===== config.mk =====
export PLATFORM = sky130hd
export DESIGN_NAME = btn_pulse_gen
export DESIGN_NICKNAME = d
export VERILOG_FILES = /design/src/rtl/pos_btn_pkg.sv /design/src/rtl/btn_debounce.sv /design/src/rtl/btn_pulse_gen.sv
export SDC_FILE = /design/constraint.sdc
export NUM_CORES = 1
export LEC_CHECK = 0
export ABC_AREA = 1
export BUFFER_PORTS_ARGS = -buffer_cell sky130_fd_sc_hd__buf_4
export CORE_AREA = 2 2 95 97
export DETAILED_ROUTE_END_ITERATION = 8
export DIE_AREA = 0 0 97 99
export GPL_TIMING_DRIVEN = 0
export PLACE_DENSITY_LB_ADDON = 0.25
export SLEW_MARGIN = 30
export SYNTH_ARGS = -nofsm -noshare
export SYNTH_HDL_FRONTEND = slang
export SYNTH_HIERARCHICAL = 1
export SYNTH_SLANG_ARGS = --single-unit

===== constraint.sdc =====
create_clock -name clk -period 4.05 [get_ports clk]
set_input_delay 0.2025 -clock clk [delete_from_list [all_inputs] [get_ports clk]]
set_output_delay 0.2025 -clock clk [all_outputs]
set_load 0.1 [all_outputs]

===== src/rtl/pos_btn_pkg.sv =====
// pos_btn_pkg: shared button indices and auto-repeat FSM encoding
package pos_btn_pkg;
  localparam int BTN_UP    = 0;
  localparam int BTN_DOWN  = 1;
  localparam int BTN_LEFT  = 2;
  localparam int BTN_RIGHT = 3;
  typedef enum logic [1:0] {IDLE, HOLD, RPT} rpt_state_t;
  function automatic int max_int(input int a, input int b);
    return a > b ? a : b;
  endfunction
endpackage


===== src/rtl/btn_debounce.sv =====
// btn_debounce: synchronize, debounce and auto-repeat a single normalized button
module btn_debounce
  import pos_btn_pkg::*;
#(
  parameter int DEBOUNCE_CYC = 20,
  parameter int REPEAT_DLY   = 500,
  parameter int REPEAT_RATE  = 100
) (
  input  logic clk,
  input  logic rst_n,
  input  logic pressed,
  output logic level,
  output logic req
);
  localparam int DW = $clog2(DEBOUNCE_CYC + 1);
  localparam int RW = $clog2(max_int(REPEAT_DLY, REPEAT_RATE) + 1);
  localparam bit RPT_EN = REPEAT_DLY != 0;
  localparam logic [DW-1:0] D_END = DW'(DEBOUNCE_CYC - 1);
  localparam logic [RW-1:0] H_END = RW'(RPT_EN ? REPEAT_DLY - 1 : 0);
  localparam logic [RW-1:0] R_END = RW'(REPEAT_RATE - 1);
  logic [1:0] sync;
  logic [DW-1:0] dcnt;
  logic [RW-1:0] rcnt;
  rpt_state_t state;
  logic hold_hit, rate_hit;
  always_ff @(posedge clk or negedge rst_n)
    if (!rst_n) begin
      sync  <= '0;
      level <= 1'b0;
      dcnt  <= '0;
    end else begin
      sync <= {sync[0], pressed};
      if (sync[1] == level) dcnt <= '0;
      else if (dcnt == D_END) begin
        level <= ~level;
        dcnt  <= '0;
      end else dcnt <= dcnt + 1'b1;
    end
  // IDLE with level high is exactly the cycle after the debounced rising edge
  always_comb begin
    hold_hit = RPT_EN && rcnt == H_END;
    rate_hit = rcnt == R_END;
    req = level && (state == IDLE || (state == HOLD && hold_hit) || (state == RPT && rate_hit));
  end
  always_ff @(posedge clk or negedge rst_n)
    if (!rst_n) begin
      state <= IDLE;
      rcnt  <= '0;
    end else if (!level) begin
      state <= IDLE;
      rcnt  <= '0;
    end else
      case (state)
        IDLE: begin
          state <= HOLD;
          rcnt  <= '0;
        end
        HOLD:
          if (hold_hit) begin
            state <= RPT;
            rcnt  <= '0;
          end else rcnt <= RPT_EN ? rcnt + 1'b1 : '0;
        RPT: rcnt <= rate_hit ? '0 : rcnt + 1'b1;
        default: begin
          state <= IDLE;
          rcnt  <= '0;
        end
      endcase
endmodule


===== src/rtl/btn_pulse_gen.sv =====
// btn_pulse_gen: per-button conditioning plus lowest-index single-pulse arbitration
module btn_pulse_gen
  import pos_btn_pkg::*;
#(
  parameter int NUM_BTN      = 4,
  parameter int ACTIVE_LOW   = 1,
  parameter int DEBOUNCE_CYC = 20,
  parameter int REPEAT_DLY   = 500,
  parameter int REPEAT_RATE  = 100
) (
  input  logic               clk,
  input  logic               rst_n,
  input  logic [NUM_BTN-1:0] btn_raw,
  output logic [NUM_BTN-1:0] btn_pulse,
  output logic [NUM_BTN-1:0] btn_level
);
  logic [NUM_BTN-1:0] pressed, req;
  assign pressed = ACTIVE_LOW != 0 ? ~btn_raw : btn_raw;
  for (genvar g = 0; g < NUM_BTN; g++) begin : g_btn
    btn_debounce #(
      .DEBOUNCE_CYC(DEBOUNCE_CYC),
      .REPEAT_DLY  (REPEAT_DLY),
      .REPEAT_RATE (REPEAT_RATE)
    ) u_btn (
      .clk    (clk),
      .rst_n  (rst_n),
      .pressed(pressed[g]),
      .level  (btn_level[g]),
      .req    (req[g])
    );
  end
  // losing requests are dropped, never queued
  always_ff @(posedge clk or negedge rst_n)
    if (!rst_n) btn_pulse <= '0;
    else btn_pulse <= req & (~req + 1'b1);
endmodule

==> out/qor.yml <==
grt:
  grt_overflow: 0
  use_met2_pct: 26.1
  antenna_found_initial: 0
  grt_pass1_vias: 2984
  grt_max_degree: 81
  grt_pass1_wl_mm: 12.1
  met3_usage_pct: 2.77
  track_usage_pct: 15.2
  busiest_layer: "met2"
  use_met1_pct: 19.0
timing:
  hold_viol: 0
  skew_ps: 8.57
  slew_viol_final: 0
  setup_tns_ps: 0
  tightestPinTransition_ps: 720
  whs_ps: 354
  setup_viol: 0
  min_period_over_period_pct: 38.6
  period_needed_ps: 1570
  fmax_mhz: 639
  slew-limit-headroom_pct: 52.0
  rsz0062_at_grt: "no"
logic_synthesis:
  seq_area_frac_synth_pct: 47.9
  synthArstFlopShare_pct: 100
  synth_cells: 486
  synth-edff-count: 0
  ys_top_cells_by_count: "nor2_1 (85), inv_1 (82), dfrtp_1 (80)"
  synth_top_cell_by_area: "dfrtp_1"
  syn_area_per_cell_um2: 8.60
  ys_types: 22
  synthTopCellsByArea: "dfrtp_1 (48%), nor2_1 (7.6%), inv_1 (7.4%)"
  synth_ff_type: "dfrtp_1"
  ys_seq_elements: 80
  synth_top_area_share_pct: 47.9
  ys_warn_count: 6
  syn-num-nets: 516
  syn-cell-area_mm2: 0.00418
  yosysMostFrequentCell: "nor2_1"
cts:
  cts_max_level: 3
  cts_buffers: 9
  clock_path_buffers: 2
  cts_sinks: 80
  cts_tree: "built"
  cts_root_buffer: "clkbuf_8"
  cts-resized-gates: 0
  worst_setup_hold_path_clk_slew_ps: 90
  clk_latency_ps: 350
power_and_ir_drop:
  powerDensity_mw_per_mm2: 327
  power_leakage_uw: 0.00235
  max-vdd-ir-drop_mv: 0.219
cells_and_area:
  area_growth_pct: 12.3
  fillers: 793
  drive_above_1_share_pct: 11.0
  layoutNonFillerInstCount: 628
  antenna_cells: 0
  finalNetCount: 545
placement:
  place_congestion: 0.801
  place.detailed.hpwl_mm: 4.68
  dpl.cell_count: 607
  io_buffers: 13
route:
  dr.first_iter.drc_count: 83
  dr.pass1.iters: 4
  route.detailed.drc: 0
  viasPerCell: 4.65
  num_vias: 2919
  routed_wl_mm: 6.68
  antenna_left: 0
  wl_per_cell_um: 10.6
floorplanning:
  initial_core_util_pct: 48.9
  dieWidth_um: 97
  core_area_mm2: 0.00855
  die-area_mm2: 0.00960
  rows: 34
  die_y_um: 99
  io-pin-count: 14
critical_path:
  cp.required_ps: 4290
  cp-start-kind: "flop"
  worstSetupEndpointType: "flop"
  worst-setup-path-type: "flop to flop"
  cp_data_arrival_time_ps: 1800
  path_max_fanout: 4
min_path:
  hold_path.class: "flop to flop"
job:
  maxCapViolCount: 0
run_status:
  outcome: "finished, final reports clean"
-- critical path, stage by stage (launching register included) --
cell     delay, ps
dfrtp_1        380
ha_1           240
nand2_1         70
nor2_1         160
nand4_1        120
nand3_1        100
nand2_1         50
inv_1           90
inv_1           40
nand2_1        130
nor2_1          60
-- cells in the final DEF, fill, tap and decap left out, types with 5 or more instances in the layout --
master	n
a21oi_1	8
buf_4	16
clkbuf_8	10
dfrtp_1	80
dlygate4sd3_1	5
ha_1	24
inv_1	82
nand2_1	76
nand2_2	7
nand3_1	43
nand4_1	8
nor2_1	85
xnor2_1	16
xor2_1	20
-- final timing paths --
kind,depth (start not counted),start,to,slack [ps]
max,10,g_btn[0].u_btn/rcnt[0]$_DFF_PN0_,btn_pulse[2]$_DFF_PN0_,2480
min,0,g_btn[1].u_btn/sync[0]$_DFF_PN0_,g_btn[1].u_btn/sync[1]$_DFF_PN0_,350
max reg2reg,10,g_btn[0].u_btn/rcnt[0]$_DFF_PN0_,btn_pulse[2]$_DFF_PN0_,2480
min reg2reg,0,g_btn[1].u_btn/sync[0]$_DFF_PN0_,g_btn[1].u_btn/sync[1]$_DFF_PN0_,350
max in group asynchronous,2,rst_n,g_btn[3].u_btn/rcnt[4]$_DFF_PN0_,3100
min in group asynchronous,2,rst_n,g_btn[2].u_btn/rcnt[7]$_DFF_PN0_,430
-- metrics by stage --
stage | setup slack [ps] | utilization [%] | power [uW] | cell area [um2]
after floorplan | 2340 | - | 856 | 4180
after global placement | 2510 | 51.6 | 879 | 4410
after detailed placement | 2510 | 51.7 | 882 | 4420
after CTS | 2470 | 54.9 | 1560 | 4700
after global routing | 2260 | 54.9 | 1600 | 4700
final | 2480 | 54.9 | 1530 | 4700
-- flip-flops by register name, summed over array words and instances (netlist names) --
signal	flops
btn_pulse	4
g_btn.u_btn/dcnt	20
g_btn.u_btn/level	4
g_btn.u_btn/rcnt	36
g_btn.u_btn/state	8
g_btn.u_btn/sync	8
-- per-layer routing --
metal / share of wire [%] / wire, um
met1: 49 / 3300
met3: 1.9 / 130
met2: 47 / 3140
met4: 1.6 / 104
met5: 0 / 0
-- report_power, final --
group / switching, uW / leakage (uW) / internal [uW]
Sequential: 9.63 / 0.00109 / 812
Clock: 301 / 0.000105 / 366
Combinational: 28.6 / 0.00116 / 17.6
Total: 339 / 0.00235 / 1200
-- cell type report --
type,instances,area [um2],area share (%)
clock buffer,10,138,2.93
buffer,4,30.0,0.639
inverter,83,312,6.63
sequential,80,2000,42.6
timing repair buffer,18,151,3.22
tap,108,135,2.88
clock inverter,6,91.3,1.94
multi-input combinational,319,1840,39.1
-- repair_timing --
item                      CTS  global route
hold buffers                5             0
setup buffers               0             0
hold endpoints to repair   84             0
-- logic make-up (layout without fill, tap and decap cells) --
family                     count (synthesis)  count (layout)  synth area share, %
AOI/OAI and AO/OA                         20              20                 2.87
xor gates and xnor gates                  36              36                 7.54
adders and majority gates                 24              24                 7.18
buffers and inverters                     87             121                 8.17
DFF                                       80              80                 47.9
muxes                                      4               4                 1.08
and+or+nand+nor                          235             235                 25.3
(Power assumes the default switching activity.)
